`config.mk`:
```
export PLATFORM = sky130hd
export DESIGN_NAME = slow_clock_monitor_flat
export DESIGN_NICKNAME = d
export VERILOG_FILES = /design/src/rtl/slow_clock_monitor_if.sv /design/src/rtl/slow_clock_monitor.sv /design/src/flat_wrapper.sv
export SDC_FILE = /design/constraint.sdc
export NUM_CORES = 1
export LEC_CHECK = 0
export ABC_AREA = 1
export BUFFER_PORTS_ARGS = -buffer_cell sky130_fd_sc_hd__buf_2
export CAP_MARGIN = 5
export CORE_ASPECT_RATIO = 1.5
export CORE_MARGIN = 4
export CORE_UTILIZATION = 40
export CTS_BUF_LIST = sky130_fd_sc_hd__clkbuf_4
export DETAILED_ROUTE_END_ITERATION = 8
export PLACE_DENSITY = 0.59
export SLEW_MARGIN = 15
export SYNTH_ARGS = -nofsm -noshare
export SYNTH_HDL_FRONTEND = slang
export SYNTH_SLANG_ARGS = --single-unit
```
`constraint.sdc`:
```
create_clock -name clock -period 3.1 [get_ports clock]
set_clock_uncertainty 0.2 [all_clocks]
set_input_delay 0.31 -clock clock [delete_from_list [all_inputs] [get_ports clock]]
set_output_delay 0.31 -clock clock [all_outputs]
set_load 0.02 [all_outputs]
```
`src/rtl/slow_clock_monitor_if.sv`:
```
// slow_clock_monitor_if
// Purpose: groups the slow-wave input and the monitor's results so one
//          bundle connects the monitor to its consumers.
// Signals:
//   slow_in      - asynchronous slow square wave (into the monitor)
//   tick         - one-cycle strobe per detected rising edge of slow_in
//   level        - synchronized level of slow_in
//   period       - system cycles between the last two detected rising edges
//   period_valid - period holds a real measurement
//   stopped      - no edge since reset, or the timeout expired
// Handshake: there is no valid/ready pair and no backpressure. tick is a
//   strobe that is true for exactly one clock per edge and must be consumed
//   in that cycle; period is meaningful only while period_valid is high.
interface slow_clock_monitor_if #(
   parameter int CNT_WIDTH = 26
);
   logic                 slow_in;
   logic                 tick;
   logic                 level;
   logic [CNT_WIDTH-1:0] period;
   logic                 period_valid;
   logic                 stopped;

   // master drives the wave and watches the results; slave is the monitor.
   modport master (
      output slow_in,
      input  tick, level, period, period_valid, stopped
   );

   modport slave (
      input  slow_in,
      output tick, level, period, period_valid, stopped
   );
endinterface

```
`src/rtl/slow_clock_monitor.sv`:
```
// slow_clock_monitor
// Purpose: brings an asynchronous slow square wave into the system clock
//          domain, emits one tick per rising edge, measures the edge-to-edge
//          period in system cycles and flags a stopped source.
// Ports:
//   clock     - system clock, rising edge
//   reset     - asynchronous, active-high; clears all state
//   mon       - slave side of slow_clock_monitor_if (slow_in in, results out)
//   dbg_state - current FSM state (0 IDLE, 1 ARMED, 2 RUNNING)
module slow_clock_monitor #(
   parameter int CNT_WIDTH = 26,
   parameter int TIMEOUT   = 50_000_000
) (
   input  logic                 clock,
   input  logic                 reset,
   slow_clock_monitor_if.slave  mon,
   output logic [1:0]           dbg_state
);

   typedef enum logic [1:0] {
      IDLE    = 2'd0,
      ARMED   = 2'd1,
      RUNNING = 2'd2
   } state_t;

   localparam logic [CNT_WIDTH-1:0] TIMEOUT_CNT = CNT_WIDTH'(TIMEOUT);
   localparam logic [CNT_WIDTH-1:0] ONE_CNT     = CNT_WIDTH'(1);

   state_t               state_q, state_d;
   logic                 s1, s2, s3;
   logic                 detect;
   logic                 timeout;
   logic                 tick_q;
   logic [CNT_WIDTH-1:0] cnt_q, cnt_d;
   logic [CNT_WIDTH-1:0] period_q, period_d;

   // Two-flop synchronizer plus a history flop for edge detection.
   always_ff @(posedge clock or posedge reset) begin
      if (reset) begin
         s1     <= 1'b0;
         s2     <= 1'b0;
         s3     <= 1'b0;
         tick_q <= 1'b0;
      end else begin
         s1     <= mon.slow_in;
         s2     <= s1;
         s3     <= s2;
         tick_q <= detect;
      end
   end

   assign detect = s2 & ~s3;

   // A detect in the same cycle as the count reaching TIMEOUT is a normal
   // edge; the timeout only fires when no edge arrives.
   assign timeout = (state_q != IDLE) && (cnt_q == TIMEOUT_CNT) && !detect;

   always_ff @(posedge clock or posedge reset) begin
      if (reset) begin
         state_q  <= IDLE;
         cnt_q    <= '0;
         period_q <= '0;
      end else begin
         state_q  <= state_d;
         cnt_q    <= cnt_d;
         period_q <= period_d;
      end
   end

   always_comb begin
      state_d  = state_q;
      cnt_d    = cnt_q;
      period_d = period_q;
      case (state_q)
         IDLE: begin
            // First edge after idle only starts timing; no period yet.
            if (detect) begin
               state_d = ARMED;
               cnt_d   = ONE_CNT;
            end else begin
               cnt_d   = '0;
            end
         end
         ARMED, RUNNING: begin
            if (detect) begin
               state_d  = RUNNING;
               period_d = cnt_q;
               cnt_d    = ONE_CNT;
            end else if (timeout) begin
               // period keeps its last value; period_valid drops with IDLE.
               state_d  = IDLE;
               cnt_d    = '0;
            end else begin
               cnt_d    = cnt_q + ONE_CNT;
            end
         end
         default: begin
            state_d = IDLE;
            cnt_d   = '0;
         end
      endcase
   end

   // stopped/period_valid are pure state decodes, so an asynchronous reset
   // takes them to their idle values at once.
   assign mon.tick         = tick_q;
   assign mon.level        = s2;
   assign mon.period       = period_q;
   assign mon.period_valid = (state_q == RUNNING);
   assign mon.stopped      = (state_q == IDLE);
   assign dbg_state        = state_q;

endmodule

```
`src/flat_wrapper.sv`:
```
// flat-port wrapper written by rule: the top's interface ports become plain ports
module slow_clock_monitor_flat 
#(
   parameter int CNT_WIDTH = 26,
   parameter int TIMEOUT   = 50_000_000
)
  (clock, reset, dbg_state, mon_slow_in, mon_tick, mon_level, mon_period, mon_period_valid, mon_stopped);
  slow_clock_monitor_if #(.CNT_WIDTH(CNT_WIDTH)) mon_i ();
  input  logic clock;
  input  logic reset;
  output logic [1:0] dbg_state;
  input wire logic [$bits(mon_i.slow_in)-1:0] mon_slow_in;
  output wire logic [$bits(mon_i.tick)-1:0] mon_tick;
  output wire logic [$bits(mon_i.level)-1:0] mon_level;
  output wire logic [$bits(mon_i.period)-1:0] mon_period;
  output wire logic [$bits(mon_i.period_valid)-1:0] mon_period_valid;
  output wire logic [$bits(mon_i.stopped)-1:0] mon_stopped;
  assign mon_i.slow_in = mon_slow_in;
  assign mon_tick = mon_i.tick;
  assign mon_level = mon_i.level;
  assign mon_period = mon_i.period;
  assign mon_period_valid = mon_i.period_valid;
  assign mon_stopped = mon_i.stopped;
  slow_clock_monitor #(.CNT_WIDTH(CNT_WIDTH), .TIMEOUT(TIMEOUT)) u_core (.clock(clock), .reset(reset), .mon(mon_i), .dbg_state(dbg_state));
endmodule
```
==> reports/results.txt <==
The peak supply drop is 261.9 uV, and the sum of overflow across all layers after global routing is 0. The detailed router finished its first iteration with 124 violations. The logs give 2,283 for the via count of the first global-routing pass and 0 for the total count of max-transition violations in the final report. The type of element launching the critical path is a flop.

The power density over the cells was 587.2 nW/um2. The library cell with the largest summed area after synthesis is sky130_fd_sc_hd__dfrtp_1. Subtracting the final worst setup slack from the clock period gives 2222 ps. In this run the vertical extent of the chip is 111.2 um. The type of element capturing the critical path was a flop. The slowest stage of the critical path is the sky130_fd_sc_hd__inv_1 cell. Setup repair after global routing left no endpoint under its margin.

After synthesis, the cell types taking the most area are sky130_fd_sc_hd__dfrtp_1, sky130_fd_sc_hd__nand2_1, sky130_fd_sc_hd__nor2_1, sky130_fd_sc_hd__o21ai_0, sky130_fd_sc_hd__inv_1. The post-detailed-placement cell area came out at 3072 um2. Summed over all nets, the half-perimeter wirelength after detailed placement is 4694 um. The library cells used most frequently in the layout, excluding fill and tap cells, are sky130_fd_sc_hd__nand2_1, sky130_fd_sc_hd__dfrtp_1, sky130_fd_sc_hd__nor2_1. For the area of the core, the log shows 6898 um2. 35 I/O pins were placed. The post-route total power came out at 0.001918 W. Class of the tightest hold or removal check: flop to flop. Dividing the synthesized area by the synthesized cell count gives 8.229 um2. Once the clock tree was built, the resizer swapped 0 gates to a different size. The classification of the worst setup path was flop to flop. The Yosys step of the flow raised 0 warnings. After detailed routing, the number of remaining DRC violations is 0. In this run the core area contains 37 standard-cell rows. The clock root buffer master was sky130_fd_sc_hd__clkbuf_4.

Synthesized netlist net count: 353. Summed over all cells, the static leakage comes to 1.546 nW. Overall fraction of global-route tracks in use: 0.1612. By instance count, the cell type seen most on the critical path is sky130_fd_sc_hd__inv_1.

The number of vias per cell came out at 4.813. The final weighted congestion of routability-driven global placement came out at 0.8845. On the worst path, the slowest cell contributes a delay of 410 ps. The routed design has 6393 um of wire.

TritonCTS built the clock tree. The maximum net fanout on the critical path is 29. The combined buffer and inverter count along the critical path was 4. The number of max-cap violations was 0. The final instance area came out at 3267 um2. Buffers added to address setup during post-CTS repair amount to 0. In the final design database the tool counted 395 nets. The clock passes through at most 2 buffers. The top cell family by delay on the critical path is buffers and inverters.

The run gives 0 as the initial antenna violation count. The share of final-layout standard cells stronger than drive strength 1 is 0.1964, and the number of levels the H-tree was split into is 3. Most common cell after layout, fill and taps aside: sky130_fd_sc_hd__nand2_1. The floorplan step set the die width to 76.79 um. The count of mapped cells out of synthesis is 345, and the final core utilization is 0.4736. The remaining antenna violation count was 0; the count of endpoints failing setup in the final report was 0. The area share of the largest cell type after synthesis was 0.5112.

The critical path goes through inv_1 > ha_1 > inv_1 > nor2_1 > inv_1 > buf_4 > nand2_1 > o21ai_0. The first global-routing pass estimated 10,830 um of wire. For the combined area of all synthesized cells, the log shows 2839 um2. For the pin with the worst max-slew slack, the measured transition is 721.6 ps. The relative slew slack was 0.5189. The post-synthesis cell type count was 25; the flop and latch count out of synthesis was 58. After detailed routing, the average wire length per cell comes to 13.60 um. The clock reaches the later pin of the worst-skew pair after 410 ps.

Counting every sink on the clock net gives 58. The run gives 0.5112 as the part of the Yosys area used for sequential elements. The run finished with clean final reports.

After clock tree synthesis, the clock-pin slew on the worst setup and hold paths is 100 ps. Data on the critical path arrives at its endpoint at 2330 ps. STA puts the critical path data required time at 3210 ps. Final hold violation count: 0. The maximum clock rate was 450.0 MHz; the CTS buffer count was 9. The initial core utilization was 0.4116. The area growth from synthesis to layout is 15.07%.

Worst hold margin: 165.9 ps. The die covers 8537 um2. During placement, the flow inserted port buffers numbering 34.

Detailed routing inserted a total of 2,262 vias. The share of the clock period used by the worst path after layout is 0.7169, and the sum of negative setup slack is 0 ps. The number of antenna diodes in the final layout is 0. For the number of hold buffers added after cts, the log shows 2. Entering global routing, the biggest net connects 59 pins. Before antenna repair, the detailed router went through 4 iterations.
## report_power, final
group	internal [W]	switching [W]	total (W)
registers	0.000792	0.0000352	0.000828
logic	0.000102	0.000298	0.000400
clock network	0.000400	0.000290	0.000690
## metal layers
| metal | GRT usage | vias up | routed length [um] |
|---|---|---|---|
| li1 | - | 1159 | - |
| met3 | 0.03821 | 11 | 243 |
| met4 | 0.07739 | 0 | 172 |
| met5 | 0 | - | 0 |
| met1 | 0.1893 | 1048 | 2645 |
| met2 | 0.2736 | 44 | 3331 |
## final timing paths
kind / startpoint / end / slack [ps] / depth (start not counted)
worst max-delay path: u_core.dbg_state[0] / u_core.mon.period[12] / 880 / 8
worst min-delay path: u_core.s1 / u_core.mon.level / 170 / 0
worst max register to register: u_core.dbg_state[0] / u_core.mon.period[12] / 880 / 8
worst min register to register: u_core.s1 / u_core.mon.level / 170 / 0
max in group asynchronous: reset / u_core.cnt_q[13] / 1780 / 4
min in group asynchronous: reset / u_core.mon.period[7] / 440 / 4
## stage by stage
| step | instances | worst slack (ps) |
|---|---|---|
| 2_1_floorplan | 345 | 1154 |
| 3_3_place_gp | 452 | 1012 |
| 3_5_place_dp | 452 | 907.8 |
| 4_1_cts | 470 | 870.2 |
| 5_1_grt | 470 | 593.4 |
| 6_report | 470 | 877.7 |
## worst reg2reg max path, delay by kind of cell (launching register included)
family	cells	cell delay, ps
and+or+nand+nor	2	150
DFF	1	400
AOI/OAI and AO/OA	1	90
adders and majority gates	1	340
buffers and inverters	4	950
## cell type report
| type | count | area (um2) |
|---|---|---|
| inverter | 41 | 153.9 |
| timing repair buffer | 38 | 205.2 |
| clock inverter | 7 | 107.6 |
| sequential | 58 | 1451 |
| fill | 722 | 3631 |
| clock buffer | 9 | 67.56 |
| tap | 78 | 97.59 |
| multi-input combinational | 239 | 1184 |
## kinds of logic (layout without fill, tap and decap cells)
kind of cell             count (synthesis)  after routing  synth area share
XOR/XNOR                                13             13           0.04011
buffers and inverters                   48             95           0.07184
adder cells (fa/ha/maj)                  5              5           0.02204
AO/OA/AOI/OAI                           33             33           0.05950
AND/OR/NAND/NOR                        188            188            0.2953
flip-flops                              58             58            0.5112
## flip-flops by register name (all words and copies together) (netlist names)
name,count
u_core.cnt_q,26
u_core.dbg_state,2
u_core.mon.level,1
u_core.mon.period,26
u_core.mon.tick,1
u_core.s1,1
u_core.s3,1
## cell usage after synthesis
cell	n
sky130_fd_sc_hd__ha_1	5
sky130_fd_sc_hd__or2_2	1
sky130_fd_sc_hd__nand2_2	2
sky130_fd_sc_hd__xnor2_1	1
sky130_fd_sc_hd__nor2_4	4
sky130_fd_sc_hd__a21oi_2	1
sky130_fd_sc_hd__buf_6	1
sky130_fd_sc_hd__nand2_4	1
sky130_fd_sc_hd__nand3_1	14
sky130_fd_sc_hd__nand2_1	98
sky130_fd_sc_hd__inv_2	4
sky130_fd_sc_hd__xor2_1	12
sky130_fd_sc_hd__nor3_4	1
sky130_fd_sc_hd__nor3_2	1
sky130_fd_sc_hd__clkbuf_1	5
sky130_fd_sc_hd__nand4_1	6
sky130_fd_sc_hd__nor3_1	7
sky130_fd_sc_hd__o21ai_1	1
sky130_fd_sc_hd__nor2_1	42
sky130_fd_sc_hd__o21ai_0	29
sky130_fd_sc_hd__dfrtp_1	58
sky130_fd_sc_hd__a21oi_1	2
sky130_fd_sc_hd__inv_1	37
sky130_fd_sc_hd__nor2_2	11
sky130_fd_sc_hd__buf_12	1
Note: power is estimated with default switching activity, not from simulation.
